--- src/rtl/spn_round_ctrl_if.sv ---
// Request/result bundle for spn_round_ctrl.
// The requester drives the block inputs and out_ready.
// The cipher controller drives the ready, result and status signals.
interface spn_round_ctrl_if;
   logic        in_valid;
   logic        in_ready;
   logic        in_mode;
   logic [15:0] in_data;
   logic [31:0] in_key;
   logic        out_valid;
   logic        out_ready;
   logic [15:0] out_data;
   logic        busy;
   logic [2:0]  round_o;

   modport master (
      output in_valid, in_mode, in_data, in_key, out_ready,
      input  in_ready, out_valid, out_data, busy, round_o
   );

   modport slave (
      input  in_valid, in_mode, in_data, in_key, out_ready,
      output in_ready, out_valid, out_data, busy, round_o
   );
endinterface

--- src/rtl/spn_round_ctrl.sv ---
// Four-round 16-bit SPN cipher controller with a 32-bit key.
// Each round takes one clock, so a result appears four clocks after accept.
// The result is held in DONE until the consumer takes it.
//
// state  | meaning
// -------+-----------------------------------------------------------
// S_IDLE | ready for a request; out_data forced to zero
// S_RUN  | one round per clock, r_round = 1..4
// S_DONE | result valid in r_x, waiting for out_ready
module spn_round_ctrl (
   input  logic          clk,
   input  logic          rst_n,
   spn_round_ctrl_if.slave bus
);
   typedef enum logic [1:0] {
      S_IDLE = 2'd0,
      S_RUN  = 2'd1,
      S_DONE = 2'd2
   } state_t;

   state_t      r_state, w_state_nxt;
   logic [2:0]  r_round, w_round_nxt;
   logic [15:0] r_x, w_x_nxt;
   logic [31:0] r_key, w_key_nxt;
   logic        r_mode, w_mode_nxt;
   logic [15:0] w_round_out;

   // Round key r is the 16-bit window starting 4r bits below the key MSB.
   function automatic logic [15:0] rk(input logic [31:0] k, input logic [2:0] r);
      logic [15:0] v;
      case (r)
         3'd0:    v = k[31:16];
         3'd1:    v = k[27:12];
         3'd2:    v = k[23:8];
         3'd3:    v = k[19:4];
         3'd4:    v = k[15:0];
         default: v = 16'h0000;
      endcase
      return v;
   endfunction

   function automatic logic [3:0] sbox(input logic [3:0] n);
      logic [3:0] v;
      case (n)
         4'h0: v = 4'hA;  4'h1: v = 4'h5;  4'h2: v = 4'h8;  4'h3: v = 4'h2;
         4'h4: v = 4'h6;  4'h5: v = 4'hC;  4'h6: v = 4'h4;  4'h7: v = 4'h3;
         4'h8: v = 4'h1;  4'h9: v = 4'h0;  4'hA: v = 4'hB;  4'hB: v = 4'h9;
         4'hC: v = 4'hF;  4'hD: v = 4'hD;  4'hE: v = 4'h7;  default: v = 4'hE;
      endcase
      return v;
   endfunction

   function automatic logic [3:0] sbox_inv(input logic [3:0] n);
      logic [3:0] v;
      case (n)
         4'h0: v = 4'h9;  4'h1: v = 4'h8;  4'h2: v = 4'h3;  4'h3: v = 4'h7;
         4'h4: v = 4'h6;  4'h5: v = 4'h1;  4'h6: v = 4'h4;  4'h7: v = 4'hE;
         4'h8: v = 4'h2;  4'h9: v = 4'hB;  4'hA: v = 4'h0;  4'hB: v = 4'hA;
         4'hC: v = 4'h5;  4'hD: v = 4'hD;  4'hE: v = 4'hF;  default: v = 4'hC;
      endcase
      return v;
   endfunction

   function automatic logic [15:0] sub(input logic [15:0] x, input logic inv);
      logic [15:0] v;
      for (int n = 0; n < 4; n++)
         v[4*n +: 4] = inv ? sbox_inv(x[4*n +: 4]) : sbox(x[4*n +: 4]);
      return v;
   endfunction

   // 4x4 bit-matrix transpose; its own inverse.
   function automatic logic [15:0] perm(input logic [15:0] x);
      logic [15:0] v;
      for (int a = 0; a < 4; a++)
         for (int b = 0; b < 4; b++)
            v[4*b + a] = x[4*a + b];
      return v;
   endfunction

   // Round datapath: one encrypt or decrypt round selected by r_mode/r_round.
   always_comb begin
      w_round_out = 16'h0000;
      if (!r_mode) begin
         if (r_round == 3'd4)
            w_round_out = sub(r_x ^ rk(r_key, 3'd3), 1'b0) ^ rk(r_key, 3'd4);
         else
            w_round_out = perm(sub(r_x ^ rk(r_key, r_round - 3'd1), 1'b0));
      end else begin
         if (r_round == 3'd1)
            w_round_out = sub(r_x ^ rk(r_key, 3'd4), 1'b1) ^ rk(r_key, 3'd3);
         else
            w_round_out = sub(perm(r_x), 1'b1) ^ rk(r_key, 3'd4 - r_round);
      end
   end

   // Next-state logic; operands are captured only on accept in IDLE.
   always_comb begin
      w_state_nxt = r_state;
      w_round_nxt = r_round;
      w_x_nxt     = r_x;
      w_key_nxt   = r_key;
      w_mode_nxt  = r_mode;
      case (r_state)
         S_IDLE: begin
            if (bus.in_valid) begin
               w_state_nxt = S_RUN;
               w_round_nxt = 3'd1;
               w_x_nxt     = bus.in_data;
               w_key_nxt   = bus.in_key;
               w_mode_nxt  = bus.in_mode;
            end
         end
         S_RUN: begin
            w_x_nxt = w_round_out;
            if (r_round == 3'd4)
               w_state_nxt = S_DONE;
            else
               w_round_nxt = r_round + 3'd1;
         end
         S_DONE: begin
            if (bus.out_ready) begin
               w_state_nxt = S_IDLE;
               w_round_nxt = 3'd0;
            end
         end
         default: begin
            w_state_nxt = S_IDLE;
            w_round_nxt = 3'd0;
         end
      endcase
   end

   // State and datapath registers; reset discards any block in flight.
   always_ff @(posedge clk or negedge rst_n) begin
      if (!rst_n) begin
         r_state <= S_IDLE;
         r_round <= 3'd0;
         r_x     <= 16'h0000;
         r_key   <= 32'h0000_0000;
         r_mode  <= 1'b0;
      end else begin
         r_state <= w_state_nxt;
         r_round <= w_round_nxt;
         r_x     <= w_x_nxt;
         r_key   <= w_key_nxt;
         r_mode  <= w_mode_nxt;
      end
   end

   assign bus.in_ready  = (r_state == S_IDLE);
   assign bus.out_valid = (r_state == S_DONE);
   assign bus.busy      = (r_state == S_RUN) || (r_state == S_DONE);
   assign bus.round_o   = r_round;
   assign bus.out_data  = (r_state == S_DONE) ? r_x : 16'h0000;
endmodule

--- src/flat_wrapper.sv ---
// flat-port wrapper written by rule: the top's interface ports become plain ports
module spn_round_ctrl_flat 
  (clk, rst_n, bus_in_valid, bus_in_mode, bus_in_data, bus_in_key, bus_out_ready, bus_in_ready, bus_out_valid, bus_out_data, bus_busy, bus_round_o);
  spn_round_ctrl_if bus_i ();
  input  logic clk;
  input  logic rst_n;
  input wire logic [$bits(bus_i.in_valid)-1:0] bus_in_valid;
  input wire logic [$bits(bus_i.in_mode)-1:0] bus_in_mode;
  input wire logic [$bits(bus_i.in_data)-1:0] bus_in_data;
  input wire logic [$bits(bus_i.in_key)-1:0] bus_in_key;
  input wire logic [$bits(bus_i.out_ready)-1:0] bus_out_ready;
  output wire logic [$bits(bus_i.in_ready)-1:0] bus_in_ready;
  output wire logic [$bits(bus_i.out_valid)-1:0] bus_out_valid;
  output wire logic [$bits(bus_i.out_data)-1:0] bus_out_data;
  output wire logic [$bits(bus_i.busy)-1:0] bus_busy;
  output wire logic [$bits(bus_i.round_o)-1:0] bus_round_o;
  assign bus_i.in_valid = bus_in_valid;
  assign bus_i.in_mode = bus_in_mode;
  assign bus_i.in_data = bus_in_data;
  assign bus_i.in_key = bus_in_key;
  assign bus_i.out_ready = bus_out_ready;
  assign bus_in_ready = bus_i.in_ready;
  assign bus_out_valid = bus_i.out_valid;
  assign bus_out_data = bus_i.out_data;
  assign bus_busy = bus_i.busy;
  assign bus_round_o = bus_i.round_o;
  spn_round_ctrl u_core (.clk(clk), .rst_n(rst_n), .bus(bus_i));
endmodule
--- config.mk ---
export PLATFORM = sky130hd
export DESIGN_NAME = spn_round_ctrl_flat
export DESIGN_NICKNAME = d
export VERILOG_FILES = /design/src/rtl/spn_round_ctrl_if.sv /design/src/rtl/spn_round_ctrl.sv /design/src/flat_wrapper.sv
export SDC_FILE = /design/constraint.sdc
export NUM_CORES = 1
export LEC_CHECK = 0
export CORE_ASPECT_RATIO = 1.2
export CORE_MARGIN = 5
export CORE_UTILIZATION = 55
export CTS_BUF_LIST = sky130_fd_sc_hd__clkbuf_2 sky130_fd_sc_hd__clkbuf_4 sky130_fd_sc_hd__clkbuf_8
export CTS_CLUSTER_SIZE = 16
export DETAILED_ROUTE_END_ITERATION = 12
export GPL_ROUTABILITY_DRIVEN = 1
export HOLD_SLACK_MARGIN = 0.12
export PLACE_DENSITY_LB_ADDON = 0.3
export RECOVER_POWER = 25
export SYNTH_ARGS = -nofsm -noshare
export SYNTH_HDL_FRONTEND = slang
export SYNTH_SLANG_ARGS = --single-unit
--- constraint.sdc ---
create_clock -name clk -period 3.75 [get_ports clk]
set_input_delay 0.9375 -clock clk [delete_from_list [all_inputs] [get_ports clk]]
set_output_delay 0.9375 -clock clk [all_outputs]
set_load 0.02 [all_outputs]
Yosys cells after proc, flatten, opt, wreduce, memory -nomap -nowiden
Memory sizes are Yosys's and may differ from the RTL's.
Cells that the tools add are included.
{"block": "totals", "regBits": 54, "latchBits": 0, "ramBits": 0, "romBits": 1024, "elab_cells": 107, "n_memories": 16}
{"block": "classes", "addsub": 3, "multipliers": 0, "n_div": 0, "magnitude_cmp": 0, "n_eq_ne": 16, "shifts": 0, "n_mux": 52, "bitwise_logic": 6, "n_reduce_logical": 9}
{"name": "(name not given)", "words": 16, "word_bits": 4, "rd": 1, "rd_clocked_by_memory_dff": 0, "wr": 0, "line_no": "spn_round_ctrl.sv:44", "text": "case (n)"}
{"name": "(name not given)", "words": 16, "word_bits": 4, "rd": 1, "rd_clocked_by_memory_dff": 0, "wr": 0, "line_no": "spn_round_ctrl.sv:44"}
{"name": "(name not given)", "words": 16, "word_bits": 4, "rd": 1, "rd_clocked_by_memory_dff": 0, "wr": 0, "line_no": "spn_round_ctrl.sv:44"}
{"name": "(name not given)", "words": 16, "word_bits": 4, "rd": 1, "rd_clocked_by_memory_dff": 0, "wr": 0, "line_no": "spn_round_ctrl.sv:44"}
{"name": "(name not given)", "words": 16, "word_bits": 4, "rd": 1, "rd_clocked_by_memory_dff": 0, "wr": 0, "line_no": "spn_round_ctrl.sv:44"}
{"name": "(name not given)", "words": 16, "word_bits": 4, "rd": 1, "rd_clocked_by_memory_dff": 0, "wr": 0, "line_no": "spn_round_ctrl.sv:44"}
{"name": "+10 memories"}
{"operator": "two-way mux 16 bit", "count": 17}
{"operator": "case mux 16 bit (5 select lines)", "count": 2}
{"operator": "two-way mux 4 bit", "count": 24}
{"operator": "bitwise XOR 16 bit", "count": 6}
{"operator": "case mux 16 bit (2 select lines)", "count": 1}
{"operator": "== test 3 x 2 -> 1 bit, second input constant", "count": 4}
{"operator": "== test 3 x 1 -> 1 bit, second input constant", "count": 3}
{"operator": "== test 3 bit, second input constant", "count": 3}
{"operator": "two-way mux 3 bit", "count": 3}
{"operator": "case mux 3 bit (3 select lines)", "count": 1}
{"operator": "logical NOT 3 bit", "count": 2}
{"operator": "two-way mux 2 bit", "count": 3}
{"operator": "!= test 2 bit, second input constant", "count": 3}
{"operator": "case mux 2 bit (3 select lines)", "count": 1}
{"operator": "AND reduction 3 bit", "count": 2}
{"operator": "AND reduction 2 bit", "count": 2}
{"operator": "adder 3 x 1 -> 3 bit, second input constant", "count": 1}
{"operator": "subtractor 3 x 1 -> 3 bit, second input constant", "count": 1}
{"operator": "subtractor 3 bit, first input constant", "count": 1}
{"operator": "== test 2 x 1 -> 1 bit, second input constant", "count": 1}
{"operator": "== test 2 bit, second input constant", "count": 1}
{"operator": "logical NOT 2 bit", "count": 1}
{"operator": "!= test 2 x 1 -> 1 bit, second input constant", "count": 1}
{"operator": "nonzero test 2 bit", "count": 1}
{"operator": "logical OR 1 bit", "count": 1}

Depth between registers and ports, before layout
Gate-level depths: netlist (run 1).
An unclocked memory read counts as a cell.
{"block": "logic_depth", "word_depth": 11, "ltp_mapped": 15, "mapped_depth_nobuf": 13}

Least setup slack after synthesis (run 1)
OpenSTA, ideal clock, no wires.
{"block": "synth_timing", "path_kind": "register -> register", "from": "register u_core.r_round[1] (netlist: u_core.bus.round_o[1])", "to": "register u_core.r_x[2]", "t_arrival_ps": 3023, "setup_slack_ps": 592, "stages_incl_launch_ff": 13, "cell_sequence": "dfrtp_1 -> inv_1 -> ha_1 -> ha_1 -> o21bai_4 -> buf_4 -> a22oi_1 -> xor2_1 -> inv_2 -> ha_1 -> mux4_1 -> nand2_1 -> o211ai_1"}
{"block": "synth_via", "elab_chain_len": 10}
{"item": "start, declared", "line_no": "spn_round_ctrl.sv:22", "text": "logic [2:0] r_round, w_round_nxt;"}
{"item": "start signal, assigned", "line_no": "spn_round_ctrl.sv:143", "text": "r_round <= w_round_nxt;"}
{"item": "subtractor 3 x 1 -> 3 bit", "line_no": "spn_round_ctrl.sv:87", "text": "w_round_out = perm(sub(r_x ^ rk(r_key, r_round - 3'd1), 1'b0));"}
{"item": "== test 3 bit, or another cell as far along", "line_no": "spn_round_ctrl.sv:31", "text": "case (r)"}
{"item": "case mux 16 bit (5 select lines)", "line_no": "spn_round_ctrl.sv:31"}
{"item": "two-way mux 16 bit", "line_no": "spn_round_ctrl.sv:84", "text": "if (r_round == 3'd4)"}
{"item": "two-way mux 16 bit", "line_no": "spn_round_ctrl.sv:83", "text": "if (!r_mode) begin"}
{"item": "bitwise XOR 16 bit", "line_no": "spn_round_ctrl.sv:87"}
{"item": "memory (16 x 4 bit)"}
{"item": "two-way mux 16 bit", "line_no": "spn_round_ctrl.sv:84"}
{"item": "two-way mux 16 bit (*)", "line_no": "spn_round_ctrl.sv:83"}
{"item": "case mux 16 bit (2 select lines) (*)", "line_no": "spn_round_ctrl.sv:103", "text": "case (r_state)"}
{"item": "end signal, assigned", "line_no": "spn_round_ctrl.sv:144", "text": "r_x <= w_x_nxt;"}
{"item": "end, declared", "line_no": "spn_round_ctrl.sv:23", "text": "logic [15:0] r_x, w_x_nxt;"}
Mark *: on every way between the ends. The rest lies on a longest branch, timed or not. The select of a mux whose other input is x is not followed.
A chain may end at the register's enable or synchronous reset.

Worst setup path after layout (run 1)
Same ends and word-level chain as after synthesis.

==> results of run 1 <==
-- worst paths after layout --
path | start | end | slack, ns
worst min register to register | u_core.r_key[30] | u_core.r_key[30] | 0.54
worst min-delay path | u_core.r_key[30] | u_core.r_key[30] | 0.54
min in group asynchronous | rst_n | u_core.r_key[2] | 1.01
max in group asynchronous | rst_n | u_core.bus.round_o[2] | 1.85
worst max-delay path | u_core.bus.round_o[1] | u_core.r_x[2] | 0.39
worst max register to register | u_core.bus.round_o[1] | u_core.r_x[2] | 0.39
-- final cells by class --
class	instances	share of cell area [%]
repair buffers	109	11.3
multi-input cells	704	66.2
clock inverters	3	0.783
well taps	171	2.43
inverters	72	3.08
flip-flops and latches	54	15.4
clock buffers	5	0.783
-- metal layers --
metal	GRT usage [%]	vias to the layer above
li1	-	3328
met1	36.4	3415
met2	47.7	427
met3	5.93	94
met4	15.3	0
met5	0	-
-- sequential cells by signal, summed over array words and instances (netlist names) --
register            cells
u_core.r_key           32
u_core.r_x             16
u_core.bus.round_o      3
u_core.r_mode           1
u_core.r_state          2
-- logic make-up after synthesis --
| family | after synthesis |
|---|---|
| AND/OR/NAND/NOR | 176 |
| adder cells (fa/ha/maj) | 102 |
| AO/OA/AOI/OAI | 253 |
| flip-flops | 54 |
| buffers and inverters | 143 |
| XOR/XNOR | 95 |
| multiplexers | 78 |
-- worst reg2reg max path: stages, from the launching register on --
cell and delay [ns]:
dfrtp_1 0.45, inv_1 0.17, ha_2 0.57, buf_4 0.29, a222oi_1 0.09, a22oi_1 0.23
xor2_1 0.49, inv_2 0.10, ha_1 0.23, mux4_1 0.48, nand2_1 0.09, o211ai_1 0.09
-- through the flow --
| step | std cells | hold WS, ns | util (%) | setup WS, ns | area, sq um |
|---|---|---|---|---|---|
| 3_5_place_dp | 1110 | 0.523 | 62.3 | 0.435 | 8650 |
| 2_1_floorplan | 901 | 0.502 | - | 0.592 | 7810 |
| 3_3_place_gp | 1110 | 0.519 | 62.3 | 0.605 | 8650 |
| 4_1_cts | 1118 | 0.549 | 63.3 | 0.432 | 8790 |
| 5_1_grt | 1118 | 0.582 | 63.3 | 0.150 | 8790 |
| 6_report | 1118 | 0.542 | 63.3 | 0.388 | 8790 |
-- Yosys cell counts, drive strengths merged (3+ instances only) --
library cell  count  area share (%)
o21ai            43             2.8
nor3              7            0.45
and2             10            0.80
mux2             37             5.4
mux2i            24             3.1
o32ai             3            0.34
o221ai            4            0.45
a31oi             6            0.48
nor2             49             2.4
a222oi           19             2.4
buf              43             3.4
a221oi            4            0.45
a21oi            67             4.3
o31ai             6            0.58
xnor2            56             7.3
a21o              4            0.38
mux4             17             5.0
inv              71             3.4
o211ai            8            0.83
nand4             3            0.24
nand3            23             1.5
nand2            57             2.8
a22oi            42             4.2
o22ai             3            0.24
xor2             39             4.5
o31a              3            0.34
ha              101              16
o2111ai           3            0.34
nand2b            3            0.24
clkbuf           28             1.3
or3               5            0.40
dfrtp            54              17
and3              9            0.72
a211oi           18             1.7
-- layout by cell type (no fill, tap or decap), types with 4 or more instances in the layout --
master,Yosys,final
ha_1,101,100
clkdlybuf4s50_1,0,73
inv_1,69,69
a21oi_1,66,66
nand2_1,56,55
dfrtp_1,54,54
nor2_1,49,49
xnor2_1,48,48
a22oi_1,40,40
xor2_1,38,38
o21ai_0,37,37
mux2_2,36,36
buf_4,11,34
mux2i_1,24,24
nand3_1,23,23
a222oi_1,19,19
a211oi_1,18,18
mux4_2,14,14
and2_1,10,10
and3_1,9,9
nor3_1,7,7
o211ai_1,7,7
a31oi_1,6,6
xnor2_2,6,6
o31ai_1,6,6
o21ai_1,5,5
or3_1,5,5
clkbuf_8,0,5
a21o_1,4,4
o221ai_1,4,4
a221oi_1,4,4
==> results_dict.tcl, run 1 <==
set metrics [dict create \
    cts_resized 0 \
    fin_crit_sh_pct 89.6 \
    drive_gt1_share_pct 12.5 \
    totalNegativeSetupSlack_ns 0 \
    cts_tree "done" \
    hold_path_depth 1 \
    synth_mux_area_share_pct 13.5 \
    cts-root-buf "clkbuf_8" \
    fillerInstances 1225 \
    rsz0062_at_grt "no" \
    arrival_ns 3.59 \
    synth_nets 1055 \
    critPathTopFamily "adder cells" \
    fp.dieW_microns 119 \
    synth_cells 901 \
    wl_met3_mm 2.28 \
    wl_per_cell_microns 21.9 \
    via_count 7264 \
    cts.sinks 54 \
    crit_fanout 27 \
    synth-simple-area-share_pct 10.4 \
    synth_fa_ha_area_share_pct 16.3 \
    clk_pin_slew_ns 0.13 \
    ff2ff_path_depth 11 \
    grt_usage_pct 29.2 \
    clk_latency_ns 0.35 \
    synth_xor_area_share_pct 11.8 \
    synth_top_family_by_area "compound AO/OA/AOI/OAI gates" \
    syn_area_sq_mm 0.00781 \
    area_growth_pct 12.5 \
    antenna_cells 0 \
    design.die.area_sq_mm 0.0167 \
    antenna_found_initial 0 \
    cts_max_level 2 \
    cts_buffer_depth 2 \
    top_layer_used "met4" \
    drc_errors 0 \
    worst_setup_path_end_kind "register" \
    drt-met1-wl_mm 9.46 \
    grt_overflow_total 0 \
    maxSlewViolCount 0 \
    wl_mm 24.5 \
    syn_area_per_cell_sq_um 8.67 \
    synth-main-ff-cell "dfrtp_1" \
    drtIter0Drc 734 \
    multiInputGateArea_sq_mm 0.00582 \
    postCtsHoldBufs 0 \
    yosys_warnings 0 \
    synth_compound_gate_area_share_pct 22.4 \
    crit_required_ns 3.98 \
    final_nets 1100 \
    die_h_microns 141 \
    grt_max_degree 55 \
    max_freq_mhz 297 \
    synth_edf_count 0 \
    vias_per_cell 6.50 \
    maxCapViolations 0 \
    path_class "register to register" \
    async_flop_share_pct 100 \
    seq_area_frac_synth_pct 17.3 \
    ys_ff_latch 54 \
    rows 47 \
    worstPathCellList "inv_1 > ha_2 > buf_4 > a222oi_1 > a22oi_1 > xor2_1 > inv_2 > ha_1 > mux4_1 > nand2_1 > o211ai_1" \
    maxSlewHeadroom_pct 1.77 \
    wl_met2_mm 11.3 \
    hpwlAfterDp_mm 18.8 \
    initial_utilization_pct 56.3 \
    io_pins 75 \
    gp_congestion 1.11 \
    hold_viol 0 \
    antenna_left 0 \
    period_needed_ns 3.36 \
    start_kind "register" \
    hp-class "register to register" \
    ff_latch_area_sq_mm 0.00135 \
    io_buffers 74 \
    status "finished clean" \
    setup_violations 0 \
    first_pass_iters 10 \
    post_cts_buffers 0 \
    cpPeakStageDelay_ns 0.57 \
    grt_pass1_vias 6945 \
    grt_pass1_wl_mm 38.7 \
    cts_buffers 5 \
    ys_types 73 \
    crit_buf_inv 3 \
    tightest_slew_ns 1.47 \
    cp_slowest_cell "ha_2" \
    cp.depth 11 \
    core-area_sq_mm 0.0139 \
    final.setup_skew_ns 0.0255 \
]
Power of run 1 is left out: the tool's default activity adds up to more than one toggle a clock period on the data nets, which glitch-free logic cannot reach.
==> inputs of run 2 (changes only) <==
ABC_CLOCK_PERIOD_IN_PS = 3750   (was not set)
PLACE_DENSITY = 0.76   (was not set)
PLACE_DENSITY_LB_ADDON = not set   (was 0.3)
==> run 2 against run 1 <==
  * Sequential share of layout area rose by 0.095 points
  * Wire length fell by 0.30%
  * Clock-buffer cell count did not move
  * Die area did not move
  * Non-clock buffer count fell by 4
  * Utilization fell by 0.39 points
  * Cell count fell by 0.36%
  * Via count rose by 1.4%
  * Register-to-register slack got worse by 0.04 ns
  * Global-route usage fell by 0.78 points
  * Critical path type is now register to output pin
==> results_dict.tcl, run 2 (same netlist as run 1, synthesis figures left out) <==
set metrics [dict create \
    top_layer_used "met4" \
    rows 47 \
    cts_buffer_depth 2 \
    hold_viol 0 \
    status "finished clean" \
    postLayoutSetupSlackWorst_ns 0.126 \
    cts_max_level 2 \
    pre_cts_ws_ns 0.403 \
    drtIter0Drc 793 \
    wl_met3_mm 2.76 \
    regMostFlops "u_core.r_key" \
    cts-root-buf "clkbuf_8" \
    fin_crit_sh_pct 96.6 \
    post_cts_buffers 0 \
    fillerInstances 1225 \
    setup_violations 0 \
    io_pins 75 \
    grt_pass1_vias 6783 \
    fp.dieW_microns 119 \
    wl_mm 24.5 \
    area_growth_pct 11.9 \
    wl_met2_mm 11.2 \
    io_buffers 74 \
    worst_setup_path_end_kind "output pin" \
    drt-met1-wl_mm 9.26 \
    clk_latency_ns 0.35 \
    final_common_cell "ha_1" \
    cts_resized 0 \
    hold_path_depth 1 \
    crit_required_ns 2.81 \
    first_pass_iters 8 \
    grt_pass1_wl_mm 37.9 \
    antenna_left 0 \
    design.die.area_sq_mm 0.0167 \
    wl_per_cell_microns 21.9 \
    initial_utilization_pct 56.3 \
    antenna_cells 0 \
    via_count 7365 \
    antenna_found_initial 0 \
    ff2ff_path_depth 11 \
    arrival_ns 2.69 \
    cts_tree "done" \
    totalNegativeSetupSlack_ns 0 \
    maxCapViolations 0 \
    largest_reg_flops 32 \
    crit_fanout 10 \
    max_freq_mhz 276 \
    grt_overflow_total 0 \
    drive_gt1_share_pct 12.1 \
    postCtsHoldBufs 0 \
    hpwlAfterDp_mm 18.7 \
    tightest_slew_ns 1.38 \
    gp_congestion 0.972 \
    final.setup_skew_ns 0.0146 \
    utilization_pct 62.9 \
    clk_pin_slew_ns 0.11 \
    grt_usage_pct 28.4 \
    multiInputGateArea_sq_mm 0.00582 \
    maxSlewViolCount 0 \
    maxSlewHeadroom_pct 7.83 \
    finalNonFillerCells 1114 \
    grt_max_degree 55 \
    drc_errors 0 \
    die_h_microns 141 \
    final_nets 1096 \
    start_kind "register" \
    vias_per_cell 6.61 \
    final_cell_mix "100 x ha_1, 73 x clkdlybuf4s50_1, 69 x inv_1" \
    rsz0062_at_grt "no" \
    cts_buffers 5 \
    placed_cells 1106 \
    core-area_sq_mm 0.0139 \
    period_needed_ns 3.62 \
    ff_latch_area_sq_mm 0.00135 \
    hp-class "register to register" \
    path_class "register to output pin" \
    cts.sinks 54 \
]
[run 2: cell types whose count changed in the layout (fill, tap and decap cells not counted)]
cell / before / now
buf_4: 34 / 30
clkinvlp_4: 0 / 2
bufinv_16: 2 / 1
clkinv_4: 1 / 0
[run 2: worst paths after layout]
check	from	end	slack, ns
worst max-delay path	u_core.r_state[0]	bus_out_data[0]	0.13
worst max register to register	u_core.bus.round_o[1]	u_core.r_x[2]	0.35
worst min register to register	u_core.r_state[0]	u_core.r_state[0]	0.56
worst min-delay path	u_core.r_state[0]	u_core.r_state[0]	0.56
min in group asynchronous	rst_n	u_core.r_key[21]	0.99
max in group asynchronous	rst_n	u_core.bus.round_o[2]	1.94
[run 2: worst max-delay path: stages (launching register included)]
cell	delay, ns
dfrtp_1	0.41
inv_1	0.09
ha_1	0.34
clkinv_1	0.53
nor2_1	0.31
clkdlybuf4s50_1	0.65
[run 2: layout make-up]
cell class	count	area share (%)
inverter	72	3.09
clock inverter	3	0.516
timing repair buffer	105	11.1
sequential	54	15.5
tap	171	2.45
clock buffer	5	0.788
multi-input combinational	704	66.6
[run 2: per-layer routing]
| layer | GRT usage [%] | vias up |
|---|---|---|
| met3 | 6.77 | 93 |
| li1 | - | 3319 |
| met5 | 0 | - |
| met1 | 35.9 | 3467 |
| met2 | 46.2 | 486 |
| met4 | 12.5 | 0 |
[run 2: metrics by stage]
stage | hold slack, ns | area (sq um)
after global routing | 0.574 | 8730
final | 0.556 | 8730
after global placement | 0.517 | 8620
after detailed placement | 0.532 | 8620
after floorplan | 0.502 | 7810
after CTS | 0.557 | 8740
Power of run 2 is left out for the same reason.
